$ cat src/rtl/otter_alu_pkg.sv
// otter_alu_pkg: opcode, M-extension funct3 and FSM state encodings shared by the OTTER execute unit.
package otter_alu_pkg;
    typedef enum logic [3:0] {
        ALU_ADD  = 4'b0000,
        ALU_SLL  = 4'b0001,
        ALU_SLT  = 4'b0010,
        ALU_SLTU = 4'b0011,
        ALU_XOR  = 4'b0100,
        ALU_SRL  = 4'b0101,
        ALU_OR   = 4'b0110,
        ALU_AND  = 4'b0111,
        ALU_SUB  = 4'b1000,
        ALU_LUI  = 4'b1001,
        ALU_SRA  = 4'b1101
    } alu_op_t;
    typedef enum logic [2:0] {
        MD_MUL    = 3'b000,
        MD_MULH   = 3'b001,
        MD_MULHSU = 3'b010,
        MD_MULHU  = 3'b011,
        MD_DIV    = 3'b100,
        MD_DIVU   = 3'b101,
        MD_REM    = 3'b110,
        MD_REMU   = 3'b111
    } md_op_t;
    typedef enum logic [1:0] {
        ST_IDLE,
        ST_BUSY,
        ST_DONE
    } alu_state_t;
endpackage

$ cat src/rtl/otter_muldiv_iter.sv
// otter_muldiv_iter: radix-2 shift-add multiplier / restoring divider, XLEN iterations on operand magnitudes.
// done_o is high during the last iteration; result_o is the sign-corrected value that iteration produces.
module otter_muldiv_iter
    import otter_alu_pkg::*;
#(
    parameter int XLEN = 32
) (
    input  logic            clk_i,
    input  logic            rst_n_i,
    input  logic            start_i,
    input  logic [2:0]      op_i,
    input  logic [XLEN-1:0] a_i,
    input  logic [XLEN-1:0] b_i,
    output logic            done_o,
    output logic [XLEN-1:0] result_o
);
    localparam int SHW = $clog2(XLEN);
    md_op_t          op_q;
    logic            busy_q, div_q, neg_q, negr_q, zero_q;
    logic [SHW-1:0]  cnt_q;
    logic [XLEN-1:0] hi_q, lo_q, m_q;
    md_op_t          op;
    logic            sa, sb, na, nb, ge;
    logic [XLEN-1:0] ma, mb, hi_d, lo_d, quo, rem;
    logic [XLEN:0]   sum, sh, diff;
    logic [2*XLEN-1:0] prod;
    assign op = md_op_t'(op_i);
    assign sa = op inside {MD_MULH, MD_MULHSU, MD_DIV, MD_REM};
    assign sb = op inside {MD_MULH, MD_DIV, MD_REM};
    assign na = sa & a_i[XLEN-1];
    assign nb = sb & b_i[XLEN-1];
    assign ma = na ? -a_i : a_i;
    assign mb = nb ? -b_i : b_i;
    // hi holds the partial product / running remainder, lo the multiplier / quotient being shifted
    assign sum  = {1'b0, hi_q} + (lo_q[0] ? {1'b0, m_q} : '0);
    assign sh   = {hi_q, lo_q[XLEN-1]};
    assign diff = sh - {1'b0, m_q};
    assign ge   = ~diff[XLEN];
    assign hi_d = div_q ? (ge ? diff[XLEN-1:0] : sh[XLEN-1:0]) : sum[XLEN:1];
    assign lo_d = div_q ? {lo_q[XLEN-2:0], ge} : {sum[0], lo_q[XLEN-1:1]};
    assign prod = neg_q ? -{hi_d, lo_d} : {hi_d, lo_d};
    assign quo  = zero_q ? '1 : (neg_q ? -lo_d : lo_d);
    assign rem  = negr_q ? -hi_d : hi_d;
    assign done_o   = busy_q & (cnt_q == SHW'(XLEN - 1));
    assign result_o = div_q ? ((op_q inside {MD_REM, MD_REMU}) ? rem : quo)
                            : ((op_q == MD_MUL) ? prod[XLEN-1:0] : prod[2*XLEN-1:XLEN]);
    always_ff @(posedge clk_i or negedge rst_n_i) begin
        if (!rst_n_i) begin
            op_q   <= MD_MUL;
            busy_q <= 1'b0;
            div_q  <= 1'b0;
            neg_q  <= 1'b0;
            negr_q <= 1'b0;
            zero_q <= 1'b0;
            cnt_q  <= '0;
            hi_q   <= '0;
            lo_q   <= '0;
            m_q    <= '0;
        end else if (start_i) begin
            op_q   <= op;
            busy_q <= 1'b1;
            div_q  <= op_i[2];
            neg_q  <= na ^ nb;
            negr_q <= na;
            zero_q <= (b_i == '0);
            cnt_q  <= '0;
            hi_q   <= '0;
            lo_q   <= op_i[2] ? ma : mb;
            m_q    <= op_i[2] ? mb : ma;
        end else if (busy_q) begin
            busy_q <= ~done_o;
            cnt_q  <= cnt_q + 1'b1;
            hi_q   <= hi_d;
            lo_q   <= lo_d;
        end
    end
endmodule

$ cat src/rtl/otter_alu_mc.sv
// otter_alu_mc: multi-cycle OTTER execute unit, RV32I ALU with registered result and valid/ready handshakes.
// Define OTTER_ALU_MULDIV_EN to add the iterative RV32M datapath; otherwise M ops complete at once as illegal.
module otter_alu_mc
    import otter_alu_pkg::*;
#(
    parameter int XLEN = 32
) (
    input  logic            clk_i,
    input  logic            rst_n_i,
    input  logic            flush_i,
    input  logic            in_valid_i,
    output logic            in_ready_o,
    input  logic [4:0]      alu_fun_i,
    input  logic [XLEN-1:0] a_i,
    input  logic [XLEN-1:0] b_i,
    output logic            out_valid_o,
    input  logic            out_ready_i,
    output logic [XLEN-1:0] alu_out_o,
    output logic            illegal_o
);
    localparam int SHW = $clog2(XLEN);
`ifdef OTTER_ALU_MULDIV_EN
    localparam logic MD_EN = 1'b1;
`else
    localparam logic MD_EN = 1'b0;
`endif
    alu_state_t      state_q, state_d;
    logic [XLEN-1:0] res_q, res_d, base_res, md_res;
    logic            ill_q, ill_d, base_ill, md_done, accept, m_op;
    assign m_op        = alu_fun_i[4];
    assign in_ready_o  = (state_q == ST_IDLE) | ((state_q == ST_DONE) & out_ready_i);
    assign accept      = in_valid_i & in_ready_o;
    assign out_valid_o = (state_q == ST_DONE);
    assign alu_out_o   = res_q;
    assign illegal_o   = ill_q;
`ifdef OTTER_ALU_MULDIV_EN
    otter_muldiv_iter #(.XLEN(XLEN)) u_muldiv (
        .clk_i    (clk_i),
        .rst_n_i  (rst_n_i),
        .start_i  (accept & m_op & ~flush_i),
        .op_i     (alu_fun_i[2:0]),
        .a_i      (a_i),
        .b_i      (b_i),
        .done_o   (md_done),
        .result_o (md_res)
    );
`else
    assign md_done = 1'b0;
    assign md_res  = '0;
`endif
    always_comb begin
        base_res = '0;
        base_ill = 1'b0;
        case (alu_op_t'(alu_fun_i[3:0]))
            ALU_ADD:  base_res = a_i + b_i;
            ALU_SUB:  base_res = a_i - b_i;
            ALU_OR:   base_res = a_i | b_i;
            ALU_AND:  base_res = a_i & b_i;
            ALU_XOR:  base_res = a_i ^ b_i;
            ALU_SRL:  base_res = a_i >> b_i[SHW-1:0];
            ALU_SLL:  base_res = a_i << b_i[SHW-1:0];
            ALU_SRA:  base_res = $signed(a_i) >>> b_i[SHW-1:0];
            ALU_SLT:  base_res = {{(XLEN-1){1'b0}}, $signed(a_i) < $signed(b_i)};
            ALU_SLTU: base_res = {{(XLEN-1){1'b0}}, a_i < b_i};
            ALU_LUI:  base_res = a_i;
            default:  base_ill = 1'b1;
        endcase
    end
    always_comb begin
        state_d = state_q;
        res_d   = res_q;
        ill_d   = ill_q;
        if (state_q == ST_DONE && out_ready_i) state_d = ST_IDLE;
        if (state_q == ST_BUSY && md_done) begin
            state_d = ST_DONE;
            res_d   = md_res;
            ill_d   = 1'b0;
        end
        if (accept) begin
            state_d = (m_op && MD_EN) ? ST_BUSY : ST_DONE;
            res_d   = m_op ? '0 : base_res;
            ill_d   = m_op ? ~MD_EN : base_ill;
        end
        if (flush_i) state_d = ST_IDLE;
    end
    always_ff @(posedge clk_i or negedge rst_n_i) begin
        if (!rst_n_i) begin
            state_q <= ST_IDLE;
            res_q   <= '0;
            ill_q   <= 1'b0;
        end else begin
            state_q <= state_d;
            res_q   <= res_d;
            ill_q   <= ill_d;
        end
    end
endmodule
$ cat config.mk
export PLATFORM = sky130hd
export DESIGN_NAME = otter_alu_mc
export DESIGN_NICKNAME = d
export VERILOG_FILES = /design/src/rtl/otter_alu_pkg.sv /design/src/rtl/otter_muldiv_iter.sv /design/src/rtl/otter_alu_mc.sv
export SDC_FILE = /design/constraint.sdc
export NUM_CORES = 1
export LEC_CHECK = 0
export BUFFER_PORTS_ARGS = -buffer_cell sky130_fd_sc_hd__buf_2
export CAP_MARGIN = 5
export CELL_PAD_IN_SITES_DETAIL_PLACEMENT = 0
export CELL_PAD_IN_SITES_GLOBAL_PLACEMENT = 1
export CORE_MARGIN = 2
export CORE_UTILIZATION = 41
export CTS_BUF_LIST = sky130_fd_sc_hd__clkbuf_4 sky130_fd_sc_hd__clkbuf_8
export DETAILED_ROUTE_END_ITERATION = 7
export HOLD_SLACK_MARGIN = 0.08
export PLACE_DENSITY_LB_ADDON = 0.05
export SLEW_MARGIN = 5
export SYNTH_ARGS = -nofsm -noshare
export SYNTH_HDL_FRONTEND = slang
export SYNTH_HIERARCHICAL = 1
export SYNTH_SLANG_ARGS = --single-unit
export TNS_END_PERCENT = 50
$ cat constraint.sdc
create_clock -name clk_i -period 1.8 [get_ports clk_i]
set_clock_uncertainty 0.15 [all_clocks]
set_input_delay 0.09 -clock clk_i [delete_from_list [all_inputs] [get_ports clk_i]]
set_output_delay 0.09 -clock clk_i [all_outputs]
set_load 0.01 [all_outputs]
==> metrics.md <==
| Metric | Value |
|---|---|
| Initial DRC Count | 1,941 |
| Vias in the first global route | 15,011 |
| Largest cells by area after synthesis | ha_1, dfrtp_1, a21oi_1, nor2_1, o21ai_0 |
| Post-synthesis sequential area ratio | 0.07938 |
| PwrDens | 401.0 nW/um2 |
| Grt total ovfl | 0 |
| Number of enable flip-flop cells after synthesis | 0 |
| DRT antenna net count | 0 |
| Drt total wl | 61,580 um |
| Tmin final | 2.564 ns |
| Commonest cells in the synthesized netlist | nor2_1, nand2_1, a21oi_1 |
| Setup crit end | alu_out_o[11]$_DFFE_PN0P_ |
| Violations in the final reports | DRC, setup timing |
| Area of the multi-input gates | 10,260 um2 |
| Worst path required time | 1.86 ns |
| Setup TNS | -19.03 ns |
| Fillcell total | 2,222 |
| CTS tree | done |
| Largest net degree at the start of global routing | 70 |
| Post-synth ARST share | 1.000 |
| Peak VDD IR | 0.0002851 V |
| Worst Setup Start Kind | input pin |
| Die area | 27,450 um2 |
| Yosys top cell by area | ha_1 |
| I/O Pins | 109 |
| Clock buffer depth | 2 |
| Crit path from | b_i[0] |
| Hold_ws | 0.1525 ns |
| Post-DP HPWL | 48,660 um |
| Routability cong. | 1.014 |
| Slew Limit Fails | 0 |
| Final setup viols | 32 |
| Leakage | 8.259 nW |
| Crit path kind | input pin to register |
| Initial antenna violation count | 0 |
| Post-synth top area share | 0.1214 |
| Unique cell type count in the Yosys netlist | 87 |
| Drt pass-1 iters | 8 |
| Clock latency at the later pin of the worst-skew pair | 0.31 ns |
| Die span in x | 165.7 um |
| Unrepaired setup endpoints after global routing | yes |
| Nets | 2,374 |
| Clock sinks | 34 |
| Port buffer count | 108 |
| Hold Fails Final Rpt | 0 |
| Worst R2R Setup Slack | -0.31 ns |
| # DRC | 1 |
| Die H | 165.7 um |
| Dominant cell by count in the synthesized netlist | nor2_1 |
| Cells after Synth | 1,579 |
| HP Class | input pin to register |
| First-pass GRT wire length | 89,510 um |
| Core area | 25,840 um2 |
| FF-to-FF path depth | 8 |
| H-Tree Depth | 2 |
| Cell Rows | 59 |
| Worst setup EP type | register |
| Relative slew slack | 0.5385 |
| #FFs+latches synth | 34 |
| Final setup margin | -0.7639 ns |
| Avg Inst Size Synth | 6.788 um2 |
| Fmax | 390.0 MHz |
| Main synth FF type | dfrtp_1 |
| Worst slack, placed | -1.285 ns |
| CP arrival | 2.62 ns |
| Antenna Cells | 0 |
| GRT Util Overall | 0.4205 |
| YS warnings | 6 |
| Starting Density | 0.4148 |
| Vias | 15,611 |
| Cells on Worst Hold Path | 5 |
| Final period util | 1.424 |
| Max-cap violations | 0 |
| Reg area | 850.8 um2 |
| Worst-path clk slew | 0.08 ns |
| Cts bufs inserted | 5 |
| Share of cells above drive strength 1 | 0.4665 |
| P&R area growth vs syn | 65.26% |
| Outcome | finished with violations |
| Post-Syn Nets | 1,759 |
| Worst r2r src | state_q[1]$_DFFE_PN0P_ |
| Mapped Area | 10,720 um2 |
| Worst-Margin Slew | 0.6923 ns |
| FF-to-FF End | alu_out_o[25]$_DFFE_PN0P_ |
| Avg WL per Cell | 24.34 um |
| Vias per cell | 6.170 |
| Clock Tree Root | clkbuf_8 |
| Crit path max fanout | 5 |
## stage by stage
step	cell area (um2)	instances	power, mW	utilization
after global placement	15690	2476	5.498	0.6074
after global routing	17710	2530	7.407	0.6855
final	17710	2530	7.103	0.6855
after detailed placement	15690	2476	5.526	0.6074
after CTS	16640	2503	6.497	0.6440
after floorplan	10950	1579	3.127	-
## layer usage
layer | vias up | wire length [um] | global-route usage
met2 | 1059 | 25840 | 0.6437
met5 | - | 0 | 0
met3 | 247 | 6569 | 0.07503
li1 | 7054 | - | -
met1 | 7251 | 24150 | 0.5456
met4 | 0 | 5014 | 0.2699
## how the worst min path moves through the flow
stage / start / end / slack [ns]
after floorplan: rst_n_i / alu_out_o[0]$_DFFE_PN0P_ / -0.36
after global placement: rst_n_i / alu_out_o[2]$_DFFE_PN0P_ / -0.04
after detailed placement: rst_n_i / alu_out_o[3]$_DFFE_PN0P_ / -0.03
after CTS: out_ready_i / illegal_o$_DFFE_PN0P_ / 0.11
after global routing: out_ready_i / illegal_o$_DFFE_PN0P_ / 0.18
final: out_ready_i / illegal_o$_DFFE_PN0P_ / 0.15
## registers in the layout, summed over array words and instances (netlist names)
name       count
alu_out_o     32
illegal_o      1
state_q        1
## cell type report
cell class / count / area share
clock buffer: 7 / 0.005086
timing repair buffer: 735 / 0.3202
multi-input combinational: 1322 / 0.5795
inverter: 96 / 0.02324
sequential: 34 / 0.04804
tap: 335 / 0.02366
clock inverter: 1 / 0.0002826
## power breakdown
group	switching, mW	internal, mW	leakage (nW)	total (mW)
combinational	2.97	2.57	7.75	5.54
sequential	0.0637	0.821	0.459	0.884
clock	0.353	0.325	0.0517	0.678
total	3.39	3.72	8.26	7.10
## repair_timing
item / 4_1_cts / 5_1_grt
hold endpoints to repair: 36 / 0
gates resized for setup: 159 / 216
hold buffers: 4 / 0
cloned: 0 / 1
endpoints found under the setup margin: 32 / 33
buffers inserted: 16 / 31
pin swaps: 60 / 71
## critical path, cell delays in order
cell and delay, ns:
buf_12 0.12, ha_4 0.16, buf_6 0.11, a211o_1 0.30, a211o_1 0.32, a41o_1 0.28, buf_6 0.14, nor2b_4 0.12
xnor2_2 0.17, a222oi_1 0.35, o21ai_1 0.18, a21oi_1 0.20, o21ai_1 0.07
## cell usage in the layout (no fill, tap or decap), drive strengths merged, types with 16 or more instances in the layout
cell    Yosys  final
buf        47    730
nor2      187    187
nand2     166    166
a21oi     158    158
o21ai     140    140
ha        104    104
inv        95     95
mux2i      55     55
dfrtp      34     34
a211oi     34     34
mux2       33     33
o211ai     25     25
nand3      23     23
nor3       23     23
xnor2      20     20
a21o       19     19
and2       18     18
nor2b      18     18
a31oi      18     18
a221oi     18     18
nand4      16     16
## cells by family (layout without fill, tap and decap cells)
| group | Yosys count | in the layout | synth area share |
|---|---|---|---|
| AOI/OAI and AO/OA | 577 | 577 | 0.3573 |
| and+or+nand+nor | 512 | 512 | 0.2181 |
| buffers and inverters | 223 | 839 | 0.08288 |
| adders and majority gates | 106 | 106 | 0.1251 |
| muxes | 103 | 103 | 0.1176 |
| DFF | 34 | 34 | 0.07938 |
| xor gates and xnor gates | 24 | 24 | 0.01961 |
(Power assumes the default switching activity.)
